==> src/rtl/div_pkg.sv <==
// Shared constants and FSM encoding for the sequential restoring divider.
// Defaults size a 16-bit product divided by an 8-bit known operand.
package div_pkg;

  localparam int DW_DEF    = 16;
  localparam int VW_DEF    = 8;
  localparam int CNT_W_DEF = $clog2(DW_DEF + 1);

  // Quotient reported for a zero divisor: saturated all-ones.
  localparam logic [DW_DEF-1:0] DBZ_QUO_DEF = '1;

  typedef enum logic [1:0] {
    IDLE = 2'd0,
    BUSY = 2'd1,
    DONE = 2'd2
  } state_e;

endpackage

==> src/rtl/div_step.sv <==
// One radix-2 restoring iteration: shift in the next dividend bit, trial-subtract the divisor.
// Purely combinational; the caller registers the new partial remainder.
module div_step #(
  parameter int VW = 8
) (
  input  logic [VW:0]   pr_i,
  input  logic          bit_i,
  input  logic [VW-1:0] divisor_i,
  output logic [VW:0]   pr_o,
  output logic          q_o
);

  logic [VW:0] shifted;
  logic [VW:0] trial;

  always_comb begin
    shifted = {pr_i[VW-1:0], bit_i};
    trial   = shifted - {1'b0, divisor_i};
    // A set top bit means the shifted value is already past 2^(VW+1) > divisor;
    // the modular subtraction above still yields the correct remainder then.
    q_o  = pr_i[VW] | (shifted >= {1'b0, divisor_i});
    pr_o = q_o ? trial : shifted;
  end

endmodule

==> src/rtl/div_16x8_seq.sv <==
// Sequential restoring divider: recovers one multiplier operand and a remainder from a product.
// Valid/ready on both sides, one operation in flight, result held until consumed.
module div_16x8_seq
  import div_pkg::*;
#(
  parameter int DW = DW_DEF,
  parameter int VW = VW_DEF
) (
  input  logic          clk,
  input  logic          rst_n,
  input  logic          in_valid,
  output logic          in_ready,
  input  logic [DW-1:0] dividend,
  input  logic [VW-1:0] divisor,
  output logic          out_valid,
  input  logic          out_ready,
  output logic [DW-1:0] quo,
  output logic [VW-1:0] rem,
  output logic          dbz,
  output logic          q_fits
);

  localparam int CW = $clog2(DW + 1);

  state_e        state_q, state_d;
  logic [CW-1:0] cnt_q, cnt_d;
  // Dividend shifts out at the MSB while quotient bits enter at the LSB.
  logic [DW-1:0] acc_q, acc_d;
  logic [VW:0]   pr_q, pr_d;
  logic [VW-1:0] dvs_q, dvs_d;
  logic          zdiv_q, zdiv_d;

  logic          ov_q, ov_d;
  logic [DW-1:0] quo_q, quo_d;
  logic [VW-1:0] rem_q, rem_d;
  logic          dbz_q, dbz_d;
  logic          fit_q, fit_d;

  logic [VW:0]   step_pr;
  logic          step_q;

  div_step #(.VW(VW)) u_step (
    .pr_i      (pr_q),
    .bit_i     (acc_q[DW-1]),
    .divisor_i (dvs_q),
    .pr_o      (step_pr),
    .q_o       (step_q)
  );

  always_comb begin
    state_d = state_q;
    cnt_d   = cnt_q;
    acc_d   = acc_q;
    pr_d    = pr_q;
    dvs_d   = dvs_q;
    zdiv_d  = zdiv_q;
    ov_d    = ov_q;
    quo_d   = quo_q;
    rem_d   = rem_q;
    dbz_d   = dbz_q;
    fit_d   = fit_q;

    case (state_q)
      IDLE: begin
        if (in_valid) begin
          dvs_d = divisor;
          if (divisor == '0) begin
            acc_d   = {DW{1'b1}};
            pr_d    = {1'b0, dividend[VW-1:0]};
            zdiv_d  = 1'b1;
            cnt_d   = '0;
            state_d = DONE;
          end else begin
            acc_d   = dividend;
            pr_d    = '0;
            zdiv_d  = 1'b0;
            cnt_d   = CW'(DW);
            state_d = BUSY;
          end
        end
      end

      BUSY: begin
        acc_d = {acc_q[DW-2:0], step_q};
        pr_d  = step_pr;
        cnt_d = cnt_q - CW'(1);
        if (cnt_q == CW'(1)) begin
          state_d = DONE;
        end
      end

      DONE: begin
        // First DONE cycle publishes the working registers into the output stage,
        // so results survive the next accept and stay put while out_ready is low.
        if (!ov_q) begin
          ov_d  = 1'b1;
          quo_d = acc_q;
          rem_d = pr_q[VW-1:0];
          dbz_d = zdiv_q;
          fit_d = !zdiv_q && ((acc_q >> VW) == '0);
        end else if (out_ready) begin
          ov_d    = 1'b0;
          state_d = IDLE;
        end
      end

      default: begin
        state_d = IDLE;
        ov_d    = 1'b0;
      end
    endcase
  end

  always_ff @(posedge clk or negedge rst_n) begin
    if (!rst_n) begin
      state_q <= IDLE;
      cnt_q   <= '0;
      acc_q   <= '0;
      pr_q    <= '0;
      dvs_q   <= '0;
      zdiv_q  <= 1'b0;
      ov_q    <= 1'b0;
      quo_q   <= '0;
      rem_q   <= '0;
      dbz_q   <= 1'b0;
      fit_q   <= 1'b0;
    end else begin
      state_q <= state_d;
      cnt_q   <= cnt_d;
      acc_q   <= acc_d;
      pr_q    <= pr_d;
      dvs_q   <= dvs_d;
      zdiv_q  <= zdiv_d;
      ov_q    <= ov_d;
      quo_q   <= quo_d;
      rem_q   <= rem_d;
      dbz_q   <= dbz_d;
      fit_q   <= fit_d;
    end
  end

  assign in_ready  = (state_q == IDLE);
  assign out_valid = ov_q;
  assign quo       = quo_q;
  assign rem       = rem_q;
  assign dbz       = dbz_q;
  assign q_fits    = fit_q;

endmodule

==> config.mk <==
export PLATFORM = sky130hd
export DESIGN_NAME = div_16x8_seq
export DESIGN_NICKNAME = d
export VERILOG_FILES = /design/src/rtl/div_pkg.sv /design/src/rtl/div_step.sv /design/src/rtl/div_16x8_seq.sv
export SDC_FILE = /design/constraint.sdc
export NUM_CORES = 1
export LEC_CHECK = 0
export ABC_CLOCK_PERIOD_IN_PS = 6100
export CAP_MARGIN = 20
export CORE_MARGIN = 2
export CORE_UTILIZATION = 33
export CTS_BUF_LIST = sky130_fd_sc_hd__clkbuf_16
export DETAILED_ROUTE_END_ITERATION = 6
export GPL_ROUTABILITY_DRIVEN = 0
export PLACE_DENSITY = 0.57
export SYNTH_ARGS = -nofsm -noshare
export SYNTH_HDL_FRONTEND = slang
export SYNTH_HIERARCHICAL = 1
export SYNTH_SLANG_ARGS = --single-unit
==> constraint.sdc <==
create_clock -name clk -period 6.1 [get_ports clk]
set_input_delay 1.22 -clock clk [delete_from_list [all_inputs] [get_ports clk]]
set_output_delay 1.22 -clock clk [all_outputs]
set_load 0.01 [all_outputs]
## After elaboration in Yosys (flattened, before gate mapping)

Index checks and enable logic that the tools add are counted.

- Register bits: 68
- Input bits: 28
- Output and inout bits: 28
- Logic and storage cells: 54

- Add/sub/neg operators: 2
- Order comparisons: 1
- Equal/unequal tests: 7
- Mux-type cells: 20
- Bitwise logic cells: 2
- Reductions and logical operators: 11

Operators by type and width:

| kind | number |
|---|---|
| two-way mux 16 bit | 2 |
| one-hot mux 16 bit (2 select lines) | 1 |
| two-way mux 9 bit | 2 |
| one-hot mux 9 bit (2 select lines) | 1 |
| zero test 16 bit | 1 |
| two-way mux 2 bit | 5 |
| two-way mux 5 bit | 2 |
| one-hot mux 5 bit (2 select lines) | 1 |
| >= comparator 9 x 8 -> 1 bit | 1 |
| subtractor 9 x 8 -> 9 bit | 1 |
| zero test 8 bit | 1 |
| two-way mux 8 bit | 1 |
| != test 2 bit, second input constant | 4 |
| one-hot mux 2 bit (3 select lines) | 1 |
| AND reduction 2 bit | 3 |
| == test 5 x 1 -> 1 bit, second input constant | 1 |
| subtractor 5 x 1 -> 5 bit, second input constant | 1 |
| AND reduction 4 bit | 1 |
| two-way mux 1 bit | 3 |
| == test 2 x 1 -> 1 bit, second input constant | 1 |
| == test 2 bit, second input constant | 1 |
| zero test 2 bit | 1 |
| one-hot mux 1 bit (2 select lines) | 1 |
| nonzero test 2 bit | 1 |
| 5 further kinds | 5 |

## Logic depth before layout (Yosys ltp)

- Depth in word-level cells: 4
- Depth in mapped cells: 11
- Depth with buffers taken out: 11

## Hierarchy

The synthesis kept the hierarchy.

Modules (own cells, without submodules):

| module | times used | cells an instance | area each (µm²) | sequential area each (µm²) |
|---|---|---|---|---|
| div_16x8_seq | 1 | 270 | 3,291.9 | 1,701.6 |
| div_step | 1 | 75 | 528.0 | 0.0 |

## Worst setup path before layout

Ideal clock, no wire load.

- Path kind: register to register
- From: register pr_q[5]
- To: register pr_q[3]
- Library setup time: 126 ps
- Data arrival time: 2,231 ps
- Required time: 5,974 ps
- Slack: 3,743 ps
- Cell stages (with the launch flop): 11
- Buffers on the path: 1
- Period minus slack after synthesis: 2,357 ps
- Cells stage by stage: dfrtp_1 -> ha_1 -> a21oi_1 -> nand2_1 -> o211ai_4 -> and2_4 -> buf_6 -> mux2_4 -> inv_1 -> a21oi_1 -> o32a_1

- Word-level cells in the longest chain between the ends: 4

RTL lines:

| what | RTL line | source |
|---|---|---|
| start: declaration | div_16x8_seq.sv:29 | `logic [VW:0] pr_q, pr_d;` |
| start signal: assignment | div_16x8_seq.sv:131 | `pr_q <= pr_d;` |
| >= comparator 9 x 8 -> 1 bit | div_step.sv:21 | `q_o = pr_i[VW] \| (shifted >= {1'b0, divisor_i});` |
| bitwise OR 1 bit | div_step.sv:21 |  |
| two-way mux 9 bit | div_step.sv:22 | `pr_o = q_o ? trial : shifted;` |
| via step_pr[3] | div_16x8_seq.sv:39 | `logic [VW:0] step_pr;` |
| one-hot mux 9 bit (2 select lines) | div_16x8_seq.sv:63 | `case (state_q)` |

The timed path passes the listed nets, and every way through them passes these cells.
A chain may end at the register's enable or synchronous reset.

## Worst setup path after layout

- From: register acc_q[15]
- To: register pr_q[6]

- Word-level cells in the longest chain between the ends: 4
- Elaborated cells between the ends (all ways): 5
- Those cells by class: add/sub (1); order compare (1); mux (2); bitwise (1)

RTL lines:

| what | RTL line | source |
|---|---|---|
| start: declaration | div_16x8_seq.sv:28 | `logic [DW-1:0] acc_q, acc_d;` |
| start signal: assignment | div_16x8_seq.sv:118 | `acc_q <= '0;` |
| start signal: assignment | div_16x8_seq.sv:130 | `acc_q <= acc_d;` |
| >= comparator 9 x 8 -> 1 bit | div_step.sv:21 |  |
| bitwise OR 1 bit | div_step.sv:21 |  |
| two-way mux 9 bit (*) | div_step.sv:22 |  |
| via step_pr[6] | div_16x8_seq.sv:39 |  |
| one-hot mux 9 bit (2 select lines) (*) | div_16x8_seq.sv:63 |  |

Mark *: on every way through the listed nets, which the timed path passes. The rest lies on a longest branch.

==> results.txt <==
- Counting flops with a built-in enable in the synthesized netlist gives 0.
* Final Hold Slack: 0.5008 ns
- Synthesized-area fraction occupied by ao, oa, aoi and oai cells: 21.39%
- Signal routing reaches up to met4.
- Most common flop cell mapped by yosys: dfrtp_1
* Flops & latches, synth: 68
* Maximum clock insertion buffer count: 2
- The total overflow left after global routing is 0.
- After legalization and detailed placement, the total HPWL measured between 6 and 7 mm.
* Post-Synthesis Cell Area: approximately 3800 sq um
- Multi-input gate area: approximately 1900 sq um
* Setup Buffers After CTS: 0
- Post-Synthesis Mean Instance Area: 11.07 sq um
- The final count of hold timing violations came to 0.
* Comb power frac: 51.4%
* Crit. End Element: flip-flop
- Hold buffer count at CTS: 0
- Most used cell, CP: inv_1
- Via Count: approximately 2800
* Biggest cell delay along the critical path: between 0.4 and 0.5 ns
* CORE AREA: ~11000 sq um
- Of the cells placed in the final design, the portion with a size suffix greater than 1 is between 20% and 30%.
* Via count of the first global-routing pass: roughly 2800
* Instance area after placement: ~4400 sq um
- Post-synthesis share of cell area spent on xor and xnor gates: less than 1%
* Detailed-route DRC error count: 0
* TNS Setup: 0 ns
- Sequential cells account for 30.1% of the total power.
- Cell with the most instances after synthesis: dfrtp_1
- Top cells by area in the synthesized netlist: dfrtp_1, mux2_2, a21oi_1
- Switching power share of the total: 37.90%
- Overall die area: approximately 12000 sq um
- Clock-pin slew of the registers on the worst-case setup and hold paths: approximately 0.060 ns
* Routed Antenna Nets: 0
- Cts bufs inserted: 9
- Area taken by flip-flops and latches: ~1700 sq um
* Die span in y: approximately 110 microns
- Cell count after synthesis: 345
- The later pin in the worst-skew pair is clocked with a latency of ~0.34 ns.
- In the finished design, the share of the clock period the worst path needs comes to a little under half.
- Detail Route met2 WL: roughly 4.2 mm
* Root buf cell: clkbuf_16
- F_max: between 300 and 400 MHz
- All-layer global routing usage: around 15%
- Setup repair after global routing missed its margin: no
* Number of search-and-repair iterations in the first detailed-routing pass: 4
- Count of final setup violators: 0
* Initial detailed-routing violation count: slightly below 200
* CP Class: reg2reg
- Outcome: completed
- The tree built by TritonCTS fans out to 68 sinks.
- Worst EP required: ~6.3 ns
- The count of pins over their slew limit is 0.
* Clock tree from TritonCTS: done
- Subtracting the final worst setup slack from the clock period gives between 2 and 3 ns.
- Average wire length per cell after detail routing: roughly 16 microns
- For this run, the number of Yosys warnings is 6.
* Net count after synthesis: ~380
- VDD sags by at most roughly 0.18 mV.
- Data on the critical path arrives at its endpoint at ~3 ns.
* Count of fill cells added during filler insertion: 1096
- Diodes inserted: 0
- The slowest stage of the critical path belongs to the cell dfrtp_1.
- Counting distinct cell types in the post-synthesis netlist gives 55.
* Clk pwr share: between 10% and 20%
- Wire segments on met3 add up to 328 microns in the final route.
* Sequential-to-total area share from yosys stat: 44.55%
- Least-Margin Pin Slew: 0.8874 ns
* Number of maximum-capacitance constraint violations: 0
- Counting flops with an async set or reset pin after synthesis yields a share of 100.0%.
- Buffers placed on the I/O ports in this run total 55.
- Share of cell area taken by muxes after synthesis: between 10 and 15%
* Number of antenna violations at the first check in global routing: 0
- Power spread over the standard cell area amounts to around 590 nW/um^2.
- In the synthesized netlist, the cells that appear most often are dfrtp_1, mux2_2, a21oi_1, inv_1, nand2_1.
- 56 I/O pins were placed.
- Class of the most critical hold timing path: reg2reg
- Across the routed clock network, the largest skew measured is between 0.005 and 0.006 ns.
- Initial core utilization: 33.60%
- The floorplan has 39 rows.
- Of the total synthesized cell area, the portion taken by full adders, half adders and majority gates is 3.800%.
- Entering global routing, the biggest net connects 69 pins.
* Share of Yosys cell area claimed by the top area cell type: roughly 45%
* Global-route wire length before repair: approximately 15 mm
- The routed design has slightly below 9 mm of wire.
* Post-layout net count: approximately 430
- Summing the areas of all and, or, nand and nor instances in the mapped netlist gives between 10% and 20% of the synthesized area.
* Clock H-tree levels: 3
- After detailed routing, the number of vias per cell comes to 5.241.
* Critical Path Fanout Max: 5
- The internal power of the cells totals approximately 0.0017 W.
* Total of cells resized after clock tree synthesis: 0
* Die outline width: about 110 microns
- Walking the worst path, the cells encountered are inv_1 > ha_1 > fa_1 > nand2b_1 > a211oi_1 > o21ai_0 > a21boi_0 > o31ai_1 > inv_1 > a21oi_1 > o32a_1.
- The worst setup path is launched from a flip-flop.
- By area, the combinational part of the netlist is dominated by compound AO/OA/AOI/OAI gates.
- The analysis attributes to net switching a power of 0.001059 W.
- Post-synthesis cell type with the largest combined area: dfrtp_1
* Leak Pwr: a little under 2 nW
- In the final routing, the length of wire on met1 measures 4.078 mm.
* Relative slew margins: about two fifths
* Final std cell area, no fill: between 4000 and 5000 sq um
- Synthesis-to-layout area growth: 23.88%
[metrics by stage]
step	power [W]	instances	setup slack, ns	util (%)
global route	0.003036	543	3.151	41.62
detailed placement	0.002279	527	3.177	39.03
global placement	0.002258	527	3.217	39.03
finish	0.002793	543	3.313	41.62
floorplan	0.001874	345	3.743	-
CTS	0.002808	543	3.360	41.62
[power groups by stage]
stage / registers [W] / clock network (W) / logic, W
2_1_floorplan: 0.000829 / 0 / 0.00105
3_3_place_gp: 0.000848 / 0 / 0.00141
3_5_place_dp: 0.000851 / 0 / 0.00143
4_1_cts: 0.000844 / 0.000527 / 0.00144
5_1_grt: 0.000876 / 0.000549 / 0.00161
6_report: 0.000841 / 0.000516 / 0.00144
[per-layer routing]
metal  track usage (%)  vias to the layer above
met1             20.34                     1402
met4             8.889                        0
li1                  -                     1370
met2             23.98                       61
met5                 0                        -
met3             2.123                       13
[registers in the layout, summed over array words and instances (netlist names)]
signal / count
acc_q: 16
quo: 16
pr_q: 9
dvs_q: 8
rem: 8
cnt_q: 5
state_q: 2
dbz: 1
out_valid: 1
q_fits: 1
zdiv_q: 1
[worst max-delay path: cells and delay by family (launching register included)]
| family | cells | cell delay (ns) |
|---|---|---|
| flops | 1 | 0.47 |
| fa+ha+maj | 2 | 0.64 |
| compound gates | 6 | 1.22 |
| buf+inv | 2 | 0.14 |
| simple gates | 1 | 0.21 |
[logic make-up after synthesis]
family	count (synthesis)
fa+ha+maj	11
simple gates	72
flops	68
xor+xnor	4
compound gates	104
mux	36
buf+inv	50
[layout by cell type (no fill, tap or decap), types with 2 or more instances in the layout]
master / n
nor4_1: 2
nand4_1: 4
o31ai_2: 9
nor3_1: 5
o31ai_1: 10
a211oi_2: 9
clkinv_2: 2
a211oi_1: 10
and4b_1: 6
nor2_1: 11
o21a_1: 2
o32a_1: 8
buf_4: 8
o21ai_0: 12
mux2_4: 2
clkinv_4: 2
mux2_2: 33
ha_1: 10
dfrtp_1: 67
nand2b_1: 7
and4b_2: 2
nand3_1: 5
inv_1: 27
nand2_1: 20
clkdlybuf4s50_1: 54
a22o_1: 2
xnor2_1: 3
a21oi_1: 28
nor4_4: 2
clkbuf_16: 9
[worst paths after layout]
| kind | from | endpoint | slack [ns] | depth (start not counted) |
|---|---|---|---|---|
| hold reg to reg | dvs_q[3] | dvs_q[3] | 0.50 | 1 |
| max in group asynchronous | rst_n | state_q[0] | 4.43 | 2 |
| min in group asynchronous | rst_n | dbz | 1.06 | 2 |
| setup / recovery | acc_q[15] | pr_q[6] | 3.31 | 11 |
| hold / removal | dvs_q[3] | dvs_q[3] | 0.50 | 1 |
| setup reg to reg | acc_q[15] | pr_q[6] | 3.31 | 11 |
[final cells by class]
class                      instances  area share (%)
clock buffer                       9           4.759
clock inverter                     7           1.454
inverter                          26           2.062
multi-input combinational        227           39.16
sequential                        68           35.99
tap                              143           3.781
timing repair buffer              63           12.80
Power figures use the tool's default switching activity.
